<file path="src/rtl/atsc_derandomizer.sv">
// ATSC derandomizer: strips RS padding, removes the 16-bit field PRBS from each
// data byte and re-inserts the MPEG sync byte, turning 64-word segments into 47-word TS packets.
module atsc_derandomizer #(
    parameter int          SEGS_PER_FIELD = 312,
    parameter logic [15:0] LFSR_INIT      = 16'h018F,
    parameter int          IN_PKT_WORDS   = 64
) (
    input  logic        clk,
    input  logic        reset,
    input  logic [31:0] i_tdata,
    input  logic        i_tlast,
    input  logic        i_tvalid,
    output logic        i_tready,
    output logic [31:0] o_tdata,
    output logic        o_tlast,
    output logic        o_tvalid,
    input  logic        o_tready,
    input  logic        field_sync,
    output logic [8:0]  seg_cnt,
    output logic        err_malformed
);

    // Handshakes: a word moves on any rising edge where valid and ready are both
    // high; valid never waits on ready, and a held word keeps data/last stable.

    localparam logic [5:0] LAST_PASS_IDX = 6'd46;
    localparam logic [5:0] LAST_IN_IDX   = 6'(IN_PKT_WORDS - 1);
    localparam logic [8:0] SEG_LAST      = 9'(SEGS_PER_FIELD - 1);
    localparam logic [7:0] MPEG_SYNC     = 8'h47;

    typedef enum logic {
        ST_PASS = 1'b0,
        ST_DROP = 1'b1
    } state_t;

    state_t      state, state_nxt;
    logic [5:0]  widx, widx_nxt;
    logic [15:0] lfsr, lfsr_nxt;
    logic [7:0]  carry, carry_nxt;
    logic [31:0] odata_nxt;
    logic        olast_nxt, ovalid_nxt;
    logic [8:0]  seg_nxt;
    logic        err_nxt;
    logic        sync_pend, sync_pend_nxt;

    logic [15:0] s0, s1, s2, s3, s4;
    logic [7:0]  d0, d1, d2, d3;
    logic [31:0] pass_word;
    logic        in_hs, pkt_end, at_last_pass, mid_pkt;

    function automatic logic [7:0] prbs_byte(input logic [15:0] s);
        return {s[2], s[3], s[4], s[5], s[9], s[12], s[13], s[15]};
    endfunction

    function automatic logic [15:0] lfsr_step(input logic [15:0] s);
        if (s[0])
            return ((s ^ 16'hA638) >> 1) | 16'h8000;
        return s >> 1;
    endfunction

    assign i_tready     = (state == ST_DROP) | ~o_tvalid | o_tready;
    assign in_hs        = i_tvalid & i_tready;
    assign pkt_end      = in_hs & i_tlast;
    assign at_last_pass = (widx == LAST_PASS_IDX);
    assign mid_pkt      = (state == ST_DROP) | (widx != 6'd0);

    // Four PRBS steps per word; the field preload happens on word 0 of segment 0.
    always_comb begin
        s0 = lfsr;
        if (widx == 6'd0 && seg_cnt == 9'd0)
            s0 = LFSR_INIT;
        s1 = lfsr_step(s0);
        s2 = lfsr_step(s1);
        s3 = lfsr_step(s2);
        s4 = lfsr_step(s3);
        d0 = i_tdata[31:24] ^ prbs_byte(s0);
        d1 = i_tdata[23:16] ^ prbs_byte(s1);
        d2 = i_tdata[15:8]  ^ prbs_byte(s2);
        d3 = i_tdata[7:0]   ^ prbs_byte(s3);
        if (widx == 6'd0)
            pass_word = {MPEG_SYNC, d0, d1, d2};
        else
            pass_word = {carry, d0, d1, d2};
    end

    always_comb begin
        state_nxt     = state;
        widx_nxt      = widx;
        lfsr_nxt      = lfsr;
        carry_nxt     = carry;
        odata_nxt     = o_tdata;
        olast_nxt     = o_tlast;
        ovalid_nxt    = o_tvalid & ~o_tready;
        seg_nxt       = seg_cnt;
        err_nxt       = err_malformed;
        sync_pend_nxt = sync_pend;

        case (state)
            ST_PASS: begin
                if (in_hs) begin
                    odata_nxt  = pass_word;
                    olast_nxt  = i_tlast | at_last_pass;
                    ovalid_nxt = 1'b1;
                    carry_nxt  = d3;
                    // Byte 187 (last byte of word 46) is padding and takes no PRBS step.
                    lfsr_nxt   = at_last_pass ? s3 : s4;
                    if (i_tlast) begin
                        widx_nxt = 6'd0;
                        if (widx < LAST_PASS_IDX)
                            err_nxt = 1'b1;
                    end else if (at_last_pass) begin
                        state_nxt = ST_DROP;
                        widx_nxt  = widx + 6'd1;
                    end else begin
                        widx_nxt = widx + 6'd1;
                    end
                end
            end
            ST_DROP: begin
                if (in_hs) begin
                    if (i_tlast) begin
                        state_nxt = ST_PASS;
                        widx_nxt  = 6'd0;
                    end else if (widx == LAST_IN_IDX) begin
                        // Overlong segment: park here until its tlast shows up.
                        err_nxt = 1'b1;
                    end else begin
                        widx_nxt = widx + 6'd1;
                    end
                end
            end
            default: state_nxt = ST_PASS;
        endcase

        // A mid-packet field_sync is remembered so the segment it lands in still
        // finishes with its running PRBS and the following one preloads.
        if (pkt_end) begin
            if (field_sync | sync_pend)
                seg_nxt = 9'd0;
            else if (seg_cnt == SEG_LAST)
                seg_nxt = 9'd0;
            else
                seg_nxt = seg_cnt + 9'd1;
            sync_pend_nxt = 1'b0;
        end else if (field_sync) begin
            seg_nxt       = 9'd0;
            sync_pend_nxt = mid_pkt | in_hs;
        end
    end

    always_ff @(posedge clk) begin
        if (reset) begin
            state         <= ST_PASS;
            widx          <= 6'd0;
            lfsr          <= LFSR_INIT;
            carry         <= 8'd0;
            o_tdata       <= 32'd0;
            o_tlast       <= 1'b0;
            o_tvalid      <= 1'b0;
            seg_cnt       <= 9'd0;
            err_malformed <= 1'b0;
            sync_pend     <= 1'b0;
        end else begin
            state         <= state_nxt;
            widx          <= widx_nxt;
            lfsr          <= lfsr_nxt;
            carry         <= carry_nxt;
            o_tdata       <= odata_nxt;
            o_tlast       <= olast_nxt;
            o_tvalid      <= ovalid_nxt;
            seg_cnt       <= seg_nxt;
            err_malformed <= err_nxt;
            sync_pend     <= sync_pend_nxt;
        end
    end

endmodule

</file>
<file path="config.mk">
export PLATFORM = sky130hd
export DESIGN_NAME = atsc_derandomizer
export DESIGN_NICKNAME = d
export VERILOG_FILES = /design/src/rtl/atsc_derandomizer.sv
export SDC_FILE = /design/constraint.sdc
export NUM_CORES = 1
export LEC_CHECK = 0
export ABC_AREA = 1
export BUFFER_PORTS_ARGS = -buffer_cell sky130_fd_sc_hd__buf_2
export CAP_MARGIN = 10
export CORE_MARGIN = 10
export CORE_UTILIZATION = 40
export DETAILED_ROUTE_END_ITERATION = 8
export PLACE_DENSITY = 0.67
export SLEW_MARGIN = 15
export SYNTH_ARGS = -nofsm -noshare
export SYNTH_HDL_FRONTEND = slang
export SYNTH_SLANG_ARGS = --single-unit
</file>
<file path="constraint.sdc">
create_clock -name clk -period 4.8 [get_ports clk]
set_input_delay 0.48 -clock clk [delete_from_list [all_inputs] [get_ports clk]]
set_output_delay 0.48 -clock clk [all_outputs]
set_load 0.05 [all_outputs]
</file>
Word-level counts from Yosys, hierarchy flattened
Cells that the tools add are included.

$add $sub $neg: 2. Magnitude comparators: 1. Equal/unequal tests: 10. Mux-type cells: 40. Bitwise gates (word level): 20. Reduce and logical (&&, ||, !) cells: 9.

Operators with widths (count): $mux 16 (10); $mux 9 (4); $mux 32 (1); $xor 8x8->8 (4); $mux 6 (5); $not 7->7 (4); $mux 1 (17); $eq 6x6->1 const B (2); $pmux 6 s2 (1); $add 9x1->9 const B (1); $eq 9x9->1 const B (1); $logic_not 9->1 (1); $ne 2x2->1 const B (4); $add 6x1->6 const B (1); $logic_not 6->1 (1); $lt 6x6->1 const B (1); $or 1x1->1 (6); $reduce_and 6->1 (1); $reduce_bool 6->1 (1); $ne 2x1->1 const B (2); $pmux 1 s2 (2); $and 1x1->1 (3); $ne 3x3->1 const B (1); $not 1->1 (3); 5 further kinds (5).

Register bits: 76. Output and inout bits: 45. Word-level logic and storage cells: 92.

Logic depth before layout (Yosys ltp)
Gate-level depths: netlist (run 1).

Depth after elaboration: 16. Mapped depth: 16. Gate-level depth less buffers: 15.

Least setup slack after synthesis (run 1)
No wires, ideal clock.

Path kind: register to register. Start: reg seg_cnt[0]. End: reg carry[7]. Setup time: 0.109 ns. Arrival time: 1.919 ns. Required time: 4.691 ns. Slack: 2.773 ns. Cell stages (with the launch flop): 16. Buffers on the path: 1. Clock period less this slack: 2.027 ns. Path through: dfxtp_1 -> inv_1 -> ha_1 -> inv_1 -> nor2_1 -> nand2_1 -> nor2_2 -> nand2_4 -> buf_6 -> o21ai_0 -> nor2_2 -> nand2_1 -> nand3_1 -> nand3_1 -> nand2_1 -> inv_1.

Longest elaborated chain between the ends: 13. Elaborated cells between the ends (all ways): 16. Classes of those cells: mux (10); bitwise (4); reduce/logical (2).

RTL lines: start: declaration (line 19) `output logic [8:0] seg_cnt,`; start signal: assignment (line 171) `seg_cnt <= seg_nxt;`; $logic_not 9->1 (*) (line 70) `if (widx == 6'd0 && seg_cnt == 9'd0)`; $logic_and 1x1->1 (*) (line 70); $mux 16 (*) (line 70); $not 7->7 (no source line); $mux 16 (line 56) `if (s[0])`; $mux 16 (*) (line 58) `return s >> 1;`; $not 7->7 (no source line); $mux 16 (line 56); $mux 16 (*) (line 58); $not 7->7 (no source line); $mux 16 (line 56); $mux 16 (*) (line 58); $xor 8x8->8 (*) (line 79) `d3 = i_tdata[7:0] ^ prbs_byte(s3);`; end signal: assignment (line 167) `carry <= carry_nxt;`; end: declaration (line 39) `logic [7:0] carry, carry_nxt;`.

Every way passes the cells marked *; elsewhere a longest branch is shown, timed or not. The select of a mux whose other input is x is not followed. A chain may end at the register's enable or synchronous reset.

Final worst setup path (run 1)
Start: reg state. End: reg carry[1].

Longest elaborated chain between the ends: 4. Elaborated cells between the ends (all ways): 5. Classes of those cells: bitwise (4); reduce/logical (1).

RTL lines: start: declaration (line 36) `state_t state, state_nxt;`; start signal: assignment (line 164) `state <= state_nxt;`; $or 1x1->1 (2 in a row) (line 61) `assign i_tready = (state == ST_DROP) | ~o_tvalid | o_tready;`; $and 1x1->1 (line 62) `assign in_hs = i_tvalid & i_tready;`; $reduce_and 2->1 (no source line) (*).

Every way passes the cells marked *; elsewhere a longest branch is shown, timed or not.

==> metrics.json, run 1 <==
{
  "antenna_violating_nets_post_route": 0,
  "maxClockFrequency_mhz": 400,
  "holdPathStages": 5,
  "power.net_switching_uw": 594,
  "fraction_of_layout_instances_using_a_drive_strength_above_1_pct": 22.6,
  "post_synth_main_area_contributors": "sky130_fd_sc_hd__dfxtp_1 36%, sky130_fd_sc_hd__nand2_1 8.1%, sky130_fd_sc_hd__inv_1 7.2%",
  "timing.final.crit_period_ns": 2.50,
  "cell_mode_on_critical_path": "sky130_fd_sc_hd__inv_2",
  "chipHeight_um": 123,
  "design.final.nets": 693,
  "postRouteWirelength_um": 11400,
  "drc_violations_left": 0,
  "ff2ff_setup_slack_ns": 2.30,
  "hold_path_end": "o_tdata[7]",
  "antenna_diode_instance_count": 0,
  "timing.critical_path.slowest_stage_cell": "sky130_fd_sc_hd__inv_2",
  "synth-warning-count": 0,
  "clock-root-buffer": "sky130_fd_sc_hd__clkbuf_8",
  "place_congestion": 0.903,
  "wl_met1_um": 5140,
  "detail_route.first_pass.iterations": 5,
  "worstPathArrival_ns": 2.79,
  "number_of_violations_of_the_max_capacitance_limit": 0,
  "maxSlewHeadroom_pct": 31.1,
  "reg2reg_to": "carry[1]",
  "postSynthCellCount": 579,
  "top_signal_layer_used": "met4",
  "setup_repair_after_global_routing_missed_its_margin": "no",
  "cts_h_tree_depth": 3,
  "setup_violations": 0,
  "grt_first_pass_wirelength_um": 18800,
  "netlist-cell-type-count": 41,
  "synth.avg_cell_area_um2": 7.33,
  "post-synth-top-count-cell": "sky130_fd_sc_hd__nand2_1",
  "dp_worst_setup_slack_ns": 2.13,
  "viasPerCell": 5.04,
  "ys.flop_type": "sky130_fd_sc_hd__dfxtp_1",
  "critical_path.cell_chain": "inv_2, nand2_2, nand2_2, inv_2, nand2_1, buf_4, inv_2, o21ai_0, o21bai_1, inv_1",
  "clk_pin_slew_worst_paths_ns": 0.09,
  "storage_cell_area_mm2": 0.00152,
  "startpoint_type": "flip-flop",
  "synth-async-reset-ratio_pct": 0,
  "fp.dieArea_mm2": 0.0151,
  "final-max-slew-violation-count": 0,
  "initialDrtViolationCount": 291,
  "holdWs_ns": 0.433,
  "design.core.area_mm2": 0.0103,
  "synth_commonest_cells": "91 x sky130_fd_sc_hd__nand2_1, 81 x sky130_fd_sc_hd__inv_1, 76 x sky130_fd_sc_hd__dfxtp_1, 54 x sky130_fd_sc_hd__o21ai_0, 41 x sky130_fd_sc_hd__nand3_1",
  "routedWlPerCell_um": 14.5,
  "floorplan.initialDensity_pct": 41.1,
  "cellInternalPower_uw": 1190,
  "critical_path.reg2reg.startpoint": "state",
  "yosys.area.top_type_share_pct": 35.9,
  "p_leak_uw": 0.00247,
  "synth_enable_flop_cells": 0,
  "crit_path_max_fanout": 68,
  "pwr_density_cell_mw_per_mm2": 360,
  "cts_repair_resize_count": 0,
  "worst_setup_path_end_kind": "flip-flop",
  "cp_num_buf_inv": 5,
  "syn_area_mm2": 0.00424,
  "port_buffers": 82,
  "run_status": "finished, final reports clean",
  "numClockSinks": 76,
  "cp_slowest_stage_delay_ns": 0.82,
  "skew_ns": 0.0123,
  "vias": 3980,
  "worst-endpoint-required_ns": 5.09,
  "sw_frac_of_total_pct": 33.3,
  "grt_pass1_vias": 3907,
  "rows": 37,
  "met2_wirelength_um": 5270,
  "multi_input_comb_area_mm2": 0.00225,
  "global_route.usage.total_pct": 15.1,
  "worst_ir_drop_vdd_mv": 0.154,
  "p_comb_share_pct": 24.8,
  "io-pin-count": 83,
  "route.met3.wl_um": 832,
  "worstSetupPathType": "flip-flop to flip-flop",
  "clk_latency_ns": 0.36,
  "grt_overflow_total": 0,
  "area.growth.synth_to_final_pct": 16.8,
  "synth_top_cell_by_area": "sky130_fd_sc_hd__dfxtp_1",
  "cts_made_buffers": 9,
  "timing.critical_path.max_delay_family": "buffers and inverters",
  "postSynthNetCount": 623,
  "grt_antenna_before_repair": 0,
  "worstMarginPinSlew_ns": 1.03,
  "worst_slack_ns": 2.30,
  "clkPwrFrac_pct": 35.2,
  "count_of_cells_along_the_worst_register_to_register_path": 10,
  "dieWidth_um": 123,
  "clock_path_buffers": 2,
  "post-cts-setup-buffers": 0,
  "hold_violation_count_in_the_final_report": 0,
  "cts_tree": "done",
  "place.detailed.hpwl_um": 8060,
  "hold_class": "primary input to flip-flop",
  "cts.hold.buffers_added": 0,
  "synth-seq-cells": 76,
  "final.fill_count": 1039,
  "seq_area_frac_synth_pct": 35.9,
  "maximum_number_of_pins_on_one_net_before_global_route_repair": 69,
  "final_min_period_over_clock_period_pct": 52.1,
  "worstHoldStart": "i_tdata[15]",
  "final.setup.tns_ns": 0,
  "pwr-share-seq_pct": 40.1
}
==> sequential cells by signal (all words and copies together) (netlist names) <==
name / count
lfsr: 16
o_tlast: 1
o_tvalid: 1
carry: 8
seg_cnt: 9
widx: 6
sync_pend: 1
state: 1
o_tdata: 32
err_malformed: 1
==> tightest hold or removal path: stages <==
cell                      delay [ns]
sky130_fd_sc_hd__buf_2          0.09
sky130_fd_sc_hd__nand2_1        0.05
sky130_fd_sc_hd__nand3_1        0.05
sky130_fd_sc_hd__nand2_1        0.05
sky130_fd_sc_hd__inv_1          0.04
==> worst max-delay path by stage <==
stage          depth (start not counted)          end       start
6_report                              10     carry[1]       state
5_1_grt                               10     carry[1]       state
4_1_cts                               10     carry[1]       state
3_5_place_dp                          13  o_tdata[10]    o_tready
3_3_place_gp                          13  o_tdata[12]    o_tready
2_1_floorplan                         15     carry[7]  seg_cnt[0]
==> metrics by stage <==
step	cell area (um^2)	cells	power, uW	util (%)
6_report	4960	790	1780	48.0
4_1_cts	4960	790	1800	48.0
3_5_place_dp	4700	774	1170	45.5
5_1_grt	4960	790	1880	48.0
3_3_place_gp	4700	774	1160	45.5
2_1_floorplan	4240	579	1070	-
==> cell type report <==
class / count / area share (%)
multi-input combinational: 390 / 45.4
clock buffer: 11 / 3.05
tap: 136 / 3.43
sequential: 76 / 30.7
clock inverter: 5 / 2.15
timing repair buffer: 84 / 8.58
inverter: 88 / 6.66
==> metal layers <==
layer | GRT usage [%] | vias to the layer above
li1 | - | 2011
met1 | 18.7 | 1839
met2 | 24.9 | 113
met3 | 3.74 | 17
met4 | 5.68 | 0
met5 | 0 | -
==> layout by cell type (no fill, tap or decap) <==
| cell | instances |
|---|---|
| sky130_fd_sc_hd__o21ai_2 | 1 |
| sky130_fd_sc_hd__nand3b_2 | 2 |
| sky130_fd_sc_hd__clkbuf_8 | 11 |
| sky130_fd_sc_hd__o21ai_0 | 54 |
| sky130_fd_sc_hd__a22oi_1 | 1 |
| sky130_fd_sc_hd__nand3_2 | 8 |
| sky130_fd_sc_hd__nand3b_1 | 4 |
| sky130_fd_sc_hd__nor3b_1 | 3 |
| sky130_fd_sc_hd__dfxtp_1 | 76 |
| sky130_fd_sc_hd__bufinv_16 | 3 |
| sky130_fd_sc_hd__nand2_4 | 3 |
| sky130_fd_sc_hd__a31oi_1 | 2 |
| sky130_fd_sc_hd__a21oi_2 | 1 |
| sky130_fd_sc_hd__nor3_1 | 9 |
| sky130_fd_sc_hd__nor4_1 | 2 |
| sky130_fd_sc_hd__a211oi_1 | 3 |
| sky130_fd_sc_hd__o211ai_1 | 3 |
| sky130_fd_sc_hd__buf_2 | 82 |
| sky130_fd_sc_hd__nor3_4 | 1 |
| sky130_fd_sc_hd__nand2_1 | 91 |
| sky130_fd_sc_hd__nor2_4 | 1 |
| sky130_fd_sc_hd__clkinvlp_4 | 1 |
| sky130_fd_sc_hd__xnor2_1 | 18 |
| sky130_fd_sc_hd__nand3_4 | 1 |
| sky130_fd_sc_hd__o21bai_1 | 27 |
| sky130_fd_sc_hd__nand3_1 | 41 |
| sky130_fd_sc_hd__ha_1 | 6 |
| sky130_fd_sc_hd__o21ai_1 | 2 |
| sky130_fd_sc_hd__nor2_2 | 3 |
| sky130_fd_sc_hd__a21oi_1 | 35 |
| sky130_fd_sc_hd__nand4_1 | 1 |
| sky130_fd_sc_hd__inv_6 | 1 |
| sky130_fd_sc_hd__nor2_1 | 26 |
| sky130_fd_sc_hd__o21a_1 | 5 |
| sky130_fd_sc_hd__inv_2 | 7 |
| sky130_fd_sc_hd__nand2_8 | 1 |
| sky130_fd_sc_hd__buf_4 | 2 |
| sky130_fd_sc_hd__xor2_1 | 16 |
| sky130_fd_sc_hd__inv_1 | 81 |
| sky130_fd_sc_hd__nand2_2 | 19 |
==> logic make-up after synthesis <==
kind of cell             after synthesis  share of synthesized area, %
buffers and inverters                113                          11.1
adder cells (fa/ha/maj)                6                          1.77
flip-flops                            76                          35.9
AO/OA/AOI/OAI                        134                          18.3
XOR/XNOR                              34                          7.02
AND/OR/NAND/NOR                      216                          25.9
==> power groups by stage <==
stage / clock network [uW] / logic (uW) / registers (uW)
after global placement: 0 / 433 / 728
after detailed placement: 0 / 442 / 729
after floorplan: 0 / 262 / 810
final: 628 / 442 / 715
after global routing: 667 / 488 / 721
after CTS: 639 / 444 / 715
(Power assumes the default switching activity.)
==> run 2, diff against run 1 <==
--- a/config.mk
+++ b/config.mk
@@ -11,7 +11,7 @@
 export CORE_MARGIN = 10
 export CORE_UTILIZATION = 40
 export DETAILED_ROUTE_END_ITERATION = 8
-export PLACE_DENSITY = 0.67
+export PLACE_DENSITY = 0.69
 export SLEW_MARGIN = 15
 export SYNTH_ARGS = -nofsm -noshare
 export SYNTH_HDL_FRONTEND = slang
==> constraint.sdc (replaced) <==
create_clock -name clk -period 2.1 [get_ports clk]
set_input_delay 0.21 -clock clk [delete_from_list [all_inputs] [get_ports clk]]
set_output_delay 0.21 -clock clk [all_outputs]
set_load 0.05 [all_outputs]
==> run 2 against run 1 <==
  * Critical path type unchanged
  * Critical endpoint is now o_tdata[13]
  * Critical path depth is 2 higher
  * Worst hold slack worse by 0.28 ns
  * Highest routed layer is now met5
  * Sequential share of layout area is 1.1 points lower
==> metrics.json, run 2 (synthesis gave the netlist of run 1 again) <==
{
  "run_status": "finished, final reports clean",
  "grt_first_pass_wirelength": {"value": 19100, "unit": "um", "change": "+1.7%"},
  "cts_h_tree_depth": {"value": 3, "change": "unchanged"},
  "registers.top_by_ff_count": "o_tdata",
  "floorplan.initialDensity": {"value": 41.1, "unit": "%", "change": "unchanged"},
  "io-pin-count": {"value": 83, "change": "unchanged"},
  "dieWidth": {"value": 123, "unit": "um", "change": "unchanged"},
  "drc_violations_left": {"value": 0, "change": "unchanged"},
  "design.core.area": {"value": 0.0103, "unit": "mm^2", "change": "unchanged"},
  "detail_route.first_pass.iterations": {"value": 5, "change": "unchanged"},
  "utilization": {"value": 49.9, "unit": "%", "change": "+1.9 points"},
  "worstHoldStart": "i_tdata[15]",
  "placed_area": {"value": 0.00483, "unit": "mm^2", "change": "+2.7%"},
  "worstSetupPathType": "flip-flop to flip-flop",
  "critical_path.cell_chain": "inv_1, ha_1, nand3_2, nor2_4, buf_4, nand2_8, o21ai_0, nor2_2, buf_4, xnor2_1, o21bai_1, inv_1",
  "hold_path_end": "o_tdata[7]",
  "holdPathStages": {"value": 5, "change": "unchanged"},
  "place.detailed.hpwl": {"value": 8690, "unit": "um", "change": "+7.9%"},
  "p_leak": {"value": 0.00257, "unit": "uW", "change": "+4.2%"},
  "grt_antenna_before_repair": {"value": 1, "change": "+1"},
  "postRouteWirelength": {"value": 12100, "unit": "um", "change": "+5.9%"},
  "pwr_density_cell": {"value": 736, "unit": "mW/mm^2", "change": "+100%"},
  "cp_slowest_stage_delay": {"value": 0.37, "unit": "ns", "change": "-0.45 ns"},
  "number_of_violations_of_the_max_capacitance_limit": {"value": 0, "change": "unchanged"},
  "area.growth.synth_to_final_pct": 21.4,
  "worst_ir_drop_vdd": {"value": 0.386, "unit": "mV", "change": "+150%"},
  "ff2ff_setup_slack": {"value": 0.10, "unit": "ns", "change": "-2.20 ns"},
  "regs_by_ff_count": "o_tdata x32, lfsr x16, seg_cnt x9",
  "timing.critical_path.max_delay_family": "simple AND/OR/NAND/NOR gates",
  "hold_violation_count_in_the_final_report": {"value": 0, "change": "unchanged"},
  "rows": {"value": 37, "change": "unchanged"},
  "grt_pass1_vias": {"value": 3928, "change": "+0.54%"},
  "clock-root-buffer": "sky130_fd_sc_hd__clkbuf_8",
  "placed_cells": {"value": 786, "change": "+1.6%"},
  "count_of_cells_along_the_worst_register_to_register_path": {"value": 12, "change": "+2"},
  "worstPathArrival": {"value": 2.25, "unit": "ns", "change": "-0.54 ns"},
  "cp_num_buf_inv": {"value": 4, "change": "-1"},
  "timing.critical_path.slowest_stage_cell": "sky130_fd_sc_hd__dfxtp_1",
  "maximum_number_of_pins_on_one_net_before_global_route_repair": {"value": 48, "change": "-30%"},
  "worst-endpoint-required": {"value": 2.36, "unit": "ns", "change": "-2.73 ns"},
  "final_design_area_no_fill": {"value": 0.00515, "unit": "mm^2", "change": "+3.9%"},
  "vias": {"value": 4112, "change": "+3.3%"},
  "chipHeight": {"value": 123, "unit": "um", "change": "unchanged"},
  "global_route.usage.total": {"value": 15.7, "unit": "%", "change": "+0.54 points"},
  "maxClockFrequency": {"value": 501, "unit": "MHz", "change": "+25%"},
  "design.final.nets": {"value": 713, "change": "+2.9%"},
  "maxSlewHeadroom": {"value": 61.1, "unit": "%", "change": "+30 points"},
  "startpoint_type": "flip-flop",
  "cts.hold.buffers_added": {"value": 0, "change": "unchanged"},
  "clk_pin_slew_worst_paths": {"value": 0.08, "unit": "ns", "change": "about the same"},
  "place_congestion": {"value": 0.901, "change": "-0.22%"},
  "wl_met1": {"value": 5230, "unit": "um", "change": "+1.9%"},
  "skew": {"value": 0.0154, "unit": "ns", "change": "+0.00311 ns"},
  "final_min_period_over_clock_period": {"value": 95.0, "unit": "%", "change": "+43 points"},
  "reg2reg_to": "o_tdata[13]",
  "cts_made_buffers": {"value": 9, "change": "unchanged"},
  "clk_latency": {"value": 0.36, "unit": "ns", "change": "about the same"},
  "timing.final.crit_period": {"value": 2.00, "unit": "ns", "change": "-0.504 ns"},
  "layout_common_cells": "90 x sky130_fd_sc_hd__nand2_1, 82 x sky130_fd_sc_hd__buf_2, 80 x sky130_fd_sc_hd__inv_1",
  "setup_violations": {"value": 0, "change": "unchanged"},
  "final-max-slew-violation-count": {"value": 0, "change": "unchanged"},
  "cts_tree": "done",
  "final.fill_count": {"value": 1021, "change": "-1.7%"},
  "route.met3.wl": {"value": 981, "unit": "um", "change": "+18%"},
  "numClockSinks": {"value": 76, "change": "unchanged"},
  "fraction_of_layout_instances_using_a_drive_strength_above_1": {"value": 25.8, "unit": "%", "change": "+3.2 points"},
  "crit_path_max_fanout": {"value": 10, "change": "-85%"},
  "initialDrtViolationCount": {"value": 257, "change": "-12%"},
  "met2_wirelength": {"value": 5510, "unit": "um", "change": "+4.5%"},
  "flip_flop_count_of_the_largest_register_after_layout": {"value": 32, "change": "unchanged"},
  "mostFrequentLayoutCell": "sky130_fd_sc_hd__nand2_1",
  "antenna_violating_nets_post_route": {"value": 0, "change": "unchanged"},
  "worst_setup_path_end_kind": "flip-flop",
  "holdWs": {"value": 0.154, "unit": "ns", "change": "-0.279 ns"},
  "power": {"value": 3790, "unit": "uW", "change": "+110%"},
  "grt_overflow_total": {"value": 0, "change": "unchanged"},
  "viasPerCell": {"value": 5.08, "change": "+0.77%"},
  "antenna_diode_instance_count": {"value": 0, "change": "unchanged"},
  "critical_path.reg2reg.startpoint": "widx[1]",
  "routedWlPerCell": {"value": 15.0, "unit": "um", "change": "+3.3%"},
  "fp.dieArea": {"value": 0.0151, "unit": "mm^2", "change": "unchanged"},
  "hold_class": "primary input to flip-flop",
  "clock_path_buffers": {"value": 2, "change": "unchanged"},
  "layout.cells.non_filler": {"value": 810, "change": "+2.5%"},
  "worstMarginPinSlew": {"value": 0.582, "unit": "ns", "change": "-0.450 ns"},
  "port_buffers": {"value": 82, "change": "unchanged"},
  "top_signal_layer_used": "met5"
}
run 2: stage by stage:
step	setup TNS, ns	setup slack (ns)
after global placement	0	0.0899
after floorplan	0	0.0726
after detailed placement	-0.00646	-0.00646
final	0	0.105
after global routing	-0.0394	-0.0166
after CTS	0	0.00216
run 2: worst max-delay path by stage:
stage               startpoint          end  slack (ns)  cells past startpoint
floorplan           seg_cnt[0]     carry[7]        0.07                     15
global placement       widx[0]     carry[7]        0.09                     14
finish                 widx[1]  o_tdata[13]        0.10                     12
detailed placement     widx[0]     carry[7]      -0.006                     14
global route        seg_cnt[1]      lfsr[6]       -0.02                     15
CTS                    widx[0]     carry[7]       0.002                     14
run 2: layout make-up:
class                   instances  area, um^2  area share, %
inverters                      88         330           6.42
clock inverters                 6        40.0          0.778
repair buffers                102         618           12.0
flip-flops and latches         76        1520           29.6
multi-input cells             392        2330           45.2
clock buffers                  10         138           2.67
well taps                     136         170           3.30
run 2: tightest hold or removal path, cell delays in order:
cell and delay [ns]:
sky130_fd_sc_hd__buf_2 0.09, sky130_fd_sc_hd__nand2_1 0.05, sky130_fd_sc_hd__nand3_1 0.06, sky130_fd_sc_hd__nand2_1 0.04, sky130_fd_sc_hd__inv_1 0.04
run 2: per-layer routing:
metal | vias to the layer above | global-route usage (%)
li1 | 2048 | -
met1 | 1883 | 19.2
met2 | 150 | 25.3
met3 | 29 | 3.69
met4 | 2 | 7.93
met5 | - | 0
run 2: what timing repair did:
action | in CTS | in global routing
endpoints found under the setup margin | 2 | 21
setup buffers | 0 | 6
pin swaps | 0 | 4
gates cloned | 0 | 2
resized for setup | 1 | 13
run 2: power breakdown:
part | internal, uW | total, uW | switching (uW)
clock network | 459 | 1030 | 568
logic | 380 | 1140 | 756
registers | 1550 | 1630 | 75.5
total | 2390 | 3790 | 1400
==> run 3, diff against run 2 <==
--- a/config.mk
+++ b/config.mk
@@ -6,12 +6,12 @@
 export NUM_CORES = 1
 export LEC_CHECK = 0
 export ABC_AREA = 1
-export BUFFER_PORTS_ARGS = -buffer_cell sky130_fd_sc_hd__buf_2
 export CAP_MARGIN = 10
 export CORE_MARGIN = 10
 export CORE_UTILIZATION = 40
 export DETAILED_ROUTE_END_ITERATION = 8
-export PLACE_DENSITY = 0.69
+export DONT_BUFFER_PORTS = 1
+export PLACE_DENSITY = 0.62
 export SLEW_MARGIN = 15
 export SYNTH_ARGS = -nofsm -noshare
 export SYNTH_HDL_FRONTEND = slang
==> run 3 against run 2 <==
  * Global-route usage up 0.22 points
  * Final area down 6.1%
  * Via count down 8.5%
  * Sequential power up 8%
  * Clock power up 27%
  * Core utilization down 3.0 points
  * Worst setup slack better by 0.041 ns
  * Register-to-register slack better by 0.04 ns
  * Fmax up 2.1%
  * Power up 4.4%
==> metrics.json, run 3 (synthesis gave the netlist of run 1 again) <==
{
  "mostFrequentLayoutCell": "sky130_fd_sc_hd__nand2_1",
  "flip_flop_count_of_the_largest_register_after_layout": {"value": 32, "change": "unchanged"},
  "regs_by_ff_count": "o_tdata x32, lfsr x16, seg_cnt x9",
  "final-max-slew-violation-count": {"value": 0, "change": "unchanged"},
  "design.core.area": {"value": 0.0103, "unit": "mm^2", "change": "unchanged"},
  "skew": {"value": 0.0113, "unit": "ns", "change": "-0.00408 ns"},
  "global_route.usage.total": {"value": 15.9, "unit": "%", "change": "+0.22 points"},
  "grtUsageMet3": {"value": 4.42, "unit": "%", "change": "+0.73 points"},
  "worstPathArrival": {"value": 2.22, "unit": "ns", "change": "-0.03 ns"},
  "antenna_diode_instance_count": {"value": 0, "change": "unchanged"},
  "clkPwrFrac": {"value": 33.1, "unit": "%", "change": "+6.0 points"},
  "crit_path_max_fanout": {"value": 21, "change": "+11"},
  "pwr-share-seq": {"value": 44.6, "unit": "%", "change": "+1.6 points"},
  "p_leak": {"value": 0.00227, "unit": "uW", "change": "-12%"},
  "registers.top_by_ff_count": "o_tdata",
  "number_of_violations_of_the_max_capacitance_limit": {"value": 0, "change": "unchanged"},
  "clock-root-buffer": "sky130_fd_sc_hd__clkbuf_8",
  "setup_repair_after_global_routing_missed_its_margin": "no",
  "utilization": {"value": 46.8, "unit": "%", "change": "-3.0 points"},
  "vias": {"value": 3764, "change": "-8.5%"},
  "dieWidth": {"value": 123, "unit": "um", "change": "unchanged"},
  "layout_common_cells": "90 x sky130_fd_sc_hd__nand2_1, 81 x sky130_fd_sc_hd__inv_1, 76 x sky130_fd_sc_hd__dfxtp_1",
  "grt.busiest_layer": "met2",
  "maxSlewHeadroom": {"value": 49.6, "unit": "%", "change": "-12 points"},
  "initialDrtViolationCount": {"value": 278, "change": "+8.2%"},
  "clk_pin_slew_worst_paths": {"value": 0.08, "unit": "ns", "change": "about the same"},
  "cts_h_tree_depth": {"value": 3, "change": "unchanged"},
  "setup_violations": {"value": 0, "change": "unchanged"},
  "chipHeight": {"value": 123, "unit": "um", "change": "unchanged"},
  "floorplan.initialDensity": {"value": 41.1, "unit": "%", "change": "unchanged"},
  "antenna_violating_nets_post_route": {"value": 0, "change": "unchanged"},
  "rows": {"value": 37, "change": "unchanged"},
  "cellInternalPower": {"value": 2610, "unit": "uW", "change": "+8.9%"},
  "grt_pass1_vias": {"value": 3651, "change": "-7.1%"},
  "grt_first_pass_wirelength": {"value": 19000, "unit": "um", "change": "-0.72%"},
  "final.setup.tns": {"value": 0, "unit": "ns", "change": "unchanged"},
  "maximum_number_of_pins_on_one_net_before_global_route_repair": {"value": 48, "change": "unchanged"},
  "worst_slack": {"value": 0.146, "unit": "ns", "change": "+0.0407 ns"},
  "numClockSinks": {"value": 76, "change": "unchanged"},
  "timing.final.crit_period": {"value": 1.95, "unit": "ns", "change": "-0.0407 ns"},
  "design.final.nets": {"value": 645, "change": "-9.5%"},
  "grtUsageMet2": {"value": 26.4, "unit": "%", "change": "+1.1 points"},
  "detail_route.first_pass.iterations": {"value": 5, "change": "unchanged"},
  "worstMarginPinSlew": {"value": 0.753, "unit": "ns", "change": "+0.171 ns"},
  "io-pin-count": {"value": 83, "change": "unchanged"},
  "maxClockFrequency": {"value": 512, "unit": "MHz", "change": "+2.1%"},
  "power.net_switching": {"value": 1350, "unit": "uW", "change": "-3.4%"},
  "place_congestion": {"value": 0.902, "change": "+0.14%"},
  "drc_violations_left": {"value": 0, "change": "unchanged"},
  "sw_frac_of_total": {"value": 34.1, "unit": "%", "change": "-2.8 points"},
  "fp.dieArea": {"value": 0.0151, "unit": "mm^2", "change": "unchanged"},
  "hold_class": "primary input to flip-flop",
  "cts_tree": "done",
  "routedWlPerCell": {"value": 16.0, "unit": "um", "change": "+7.1%"},
  "clock_path_buffers": {"value": 2, "change": "unchanged"},
  "worstSetupPathType": "flip-flop to flip-flop",
  "grt_overflow_total": {"value": 0, "change": "unchanged"},
  "use_met1": {"value": 19.3, "unit": "%", "change": "+0.18 points"},
  "run_status": "finished, final reports clean",
  "pwr_density_cell": {"value": 819, "unit": "mW/mm^2", "change": "+11%"},
  "cts_made_buffers": {"value": 9, "change": "unchanged"},
  "startpoint_type": "flip-flop",
  "postRouteWirelength": {"value": 11900, "unit": "um", "change": "-1.8%"},
  "p_comb_share": {"value": 22.3, "unit": "%", "change": "-7.7 points"},
  "worst-endpoint-required": {"value": 2.36, "unit": "ns", "change": "about the same"},
  "clk_latency": {"value": 0.37, "unit": "ns", "change": "about the same"},
  "area.growth.synth_to_final_pct": 13.9,
  "final_min_period_over_clock_period": {"value": 93.1, "unit": "%", "change": "-1.9 points"},
  "viasPerCell": {"value": 5.07, "change": "about the same"},
  "hold_violation_count_in_the_final_report": {"value": 0, "change": "unchanged"},
  "worst_setup_path_end_kind": "flip-flop",
  "dp_worst_setup_slack": {"value": 0.0605, "unit": "ns", "change": "+0.0669 ns"},
  "fraction_of_layout_instances_using_a_drive_strength_above_1": {"value": 16.5, "unit": "%", "change": "-9.3 points"},
  "place.detailed.hpwl": {"value": 8690, "unit": "um", "change": "about the same"},
  "grt_antenna_before_repair": {"value": 0, "change": "-1"},
  "port_buffers": {"value": 0, "change": "-100%"},
  "worst_ir_drop_vdd": {"value": 0.354, "unit": "mV", "change": "-8.1%"}
}
run 3: cell types whose count changed in the layout (fill, tap and decap cells not counted), moves of 2 or more:
cell	before	now
sky130_fd_sc_hd__buf_2	82	0
sky130_fd_sc_hd__buf_4	15	32
sky130_fd_sc_hd__bufinv_16	0	2
sky130_fd_sc_hd__clkinv_2	3	0
sky130_fd_sc_hd__nand2_2	17	20
sky130_fd_sc_hd__nand2_4	6	2
run 3: final timing paths:
path,start,end,slack (ns),cells after the start
min reg2reg,lfsr[7],lfsr[7],0.48,2
min,i_tdata[6],carry[6],0.05,4
max,widx[0],lfsr[2],0.15,14
max reg2reg,widx[0],lfsr[2],0.15,14
run 3: through the flow:
step | power (uW) | hold WS (ns) | instances | instance area [um^2]
2_1_floorplan | 2450 | 0.400 | 579 | 4240
3_3_place_gp | 2650 | 0.284 | 724 | 4570
3_5_place_dp | 2660 | 0.286 | 724 | 4570
4_1_cts | 3980 | 0.0443 | 741 | 4810
5_1_grt | 4160 | 0.0623 | 742 | 4830
6_report | 3960 | 0.0470 | 742 | 4830
run 3: power groups by stage:
stage / logic, uW / clock network (uW) / registers, uW
finish: 882 / 1310 / 1760
global route: 977 / 1400 / 1780
CTS: 876 / 1340 / 1770
detailed placement: 863 / 0 / 1800
global placement: 850 / 0 / 1800
floorplan: 600 / 0 / 1850
run 3: area by class of cell:
type	count	area (um^2)
multi-input cells	390	2270
clock inverters	5	83.8
well taps	136	170
flip-flops and latches	76	1520
clock buffers	11	151
fillers	1037	5490
repair buffers	36	310
inverters	88	330
run 3: what timing repair did:
item                                    CTS  global route
endpoints found under the setup margin    0            17
hold buffers                              1             0
hold endpoints to repair                 17             0
resized for setup                         0             4
setup buffers                             0             1
run 3: metal layers:
metal / part of all wire [%] / wire length, um
met5: 0 / 0
met4: 1.6 / 192
met3: 6.5 / 768
met2: 47 / 5650
met1: 44 / 5290
run 3: worst max-delay path, cell delays in order, from the launching register on:
cell,delay [ns]
sky130_fd_sc_hd__dfxtp_1,0.33
sky130_fd_sc_hd__inv_1,0.12
sky130_fd_sc_hd__ha_1,0.17
sky130_fd_sc_hd__nand3_2,0.09
sky130_fd_sc_hd__nor2_4,0.18
sky130_fd_sc_hd__nand2_8,0.15
sky130_fd_sc_hd__buf_4,0.20
sky130_fd_sc_hd__nand2_4,0.08
sky130_fd_sc_hd__nand2_2,0.07
sky130_fd_sc_hd__nand2_2,0.10
sky130_fd_sc_hd__nand2_1,0.07
sky130_fd_sc_hd__nand3_1,0.09
sky130_fd_sc_hd__nand3_1,0.08
sky130_fd_sc_hd__nand2_1,0.06
sky130_fd_sc_hd__nand2_1,0.04
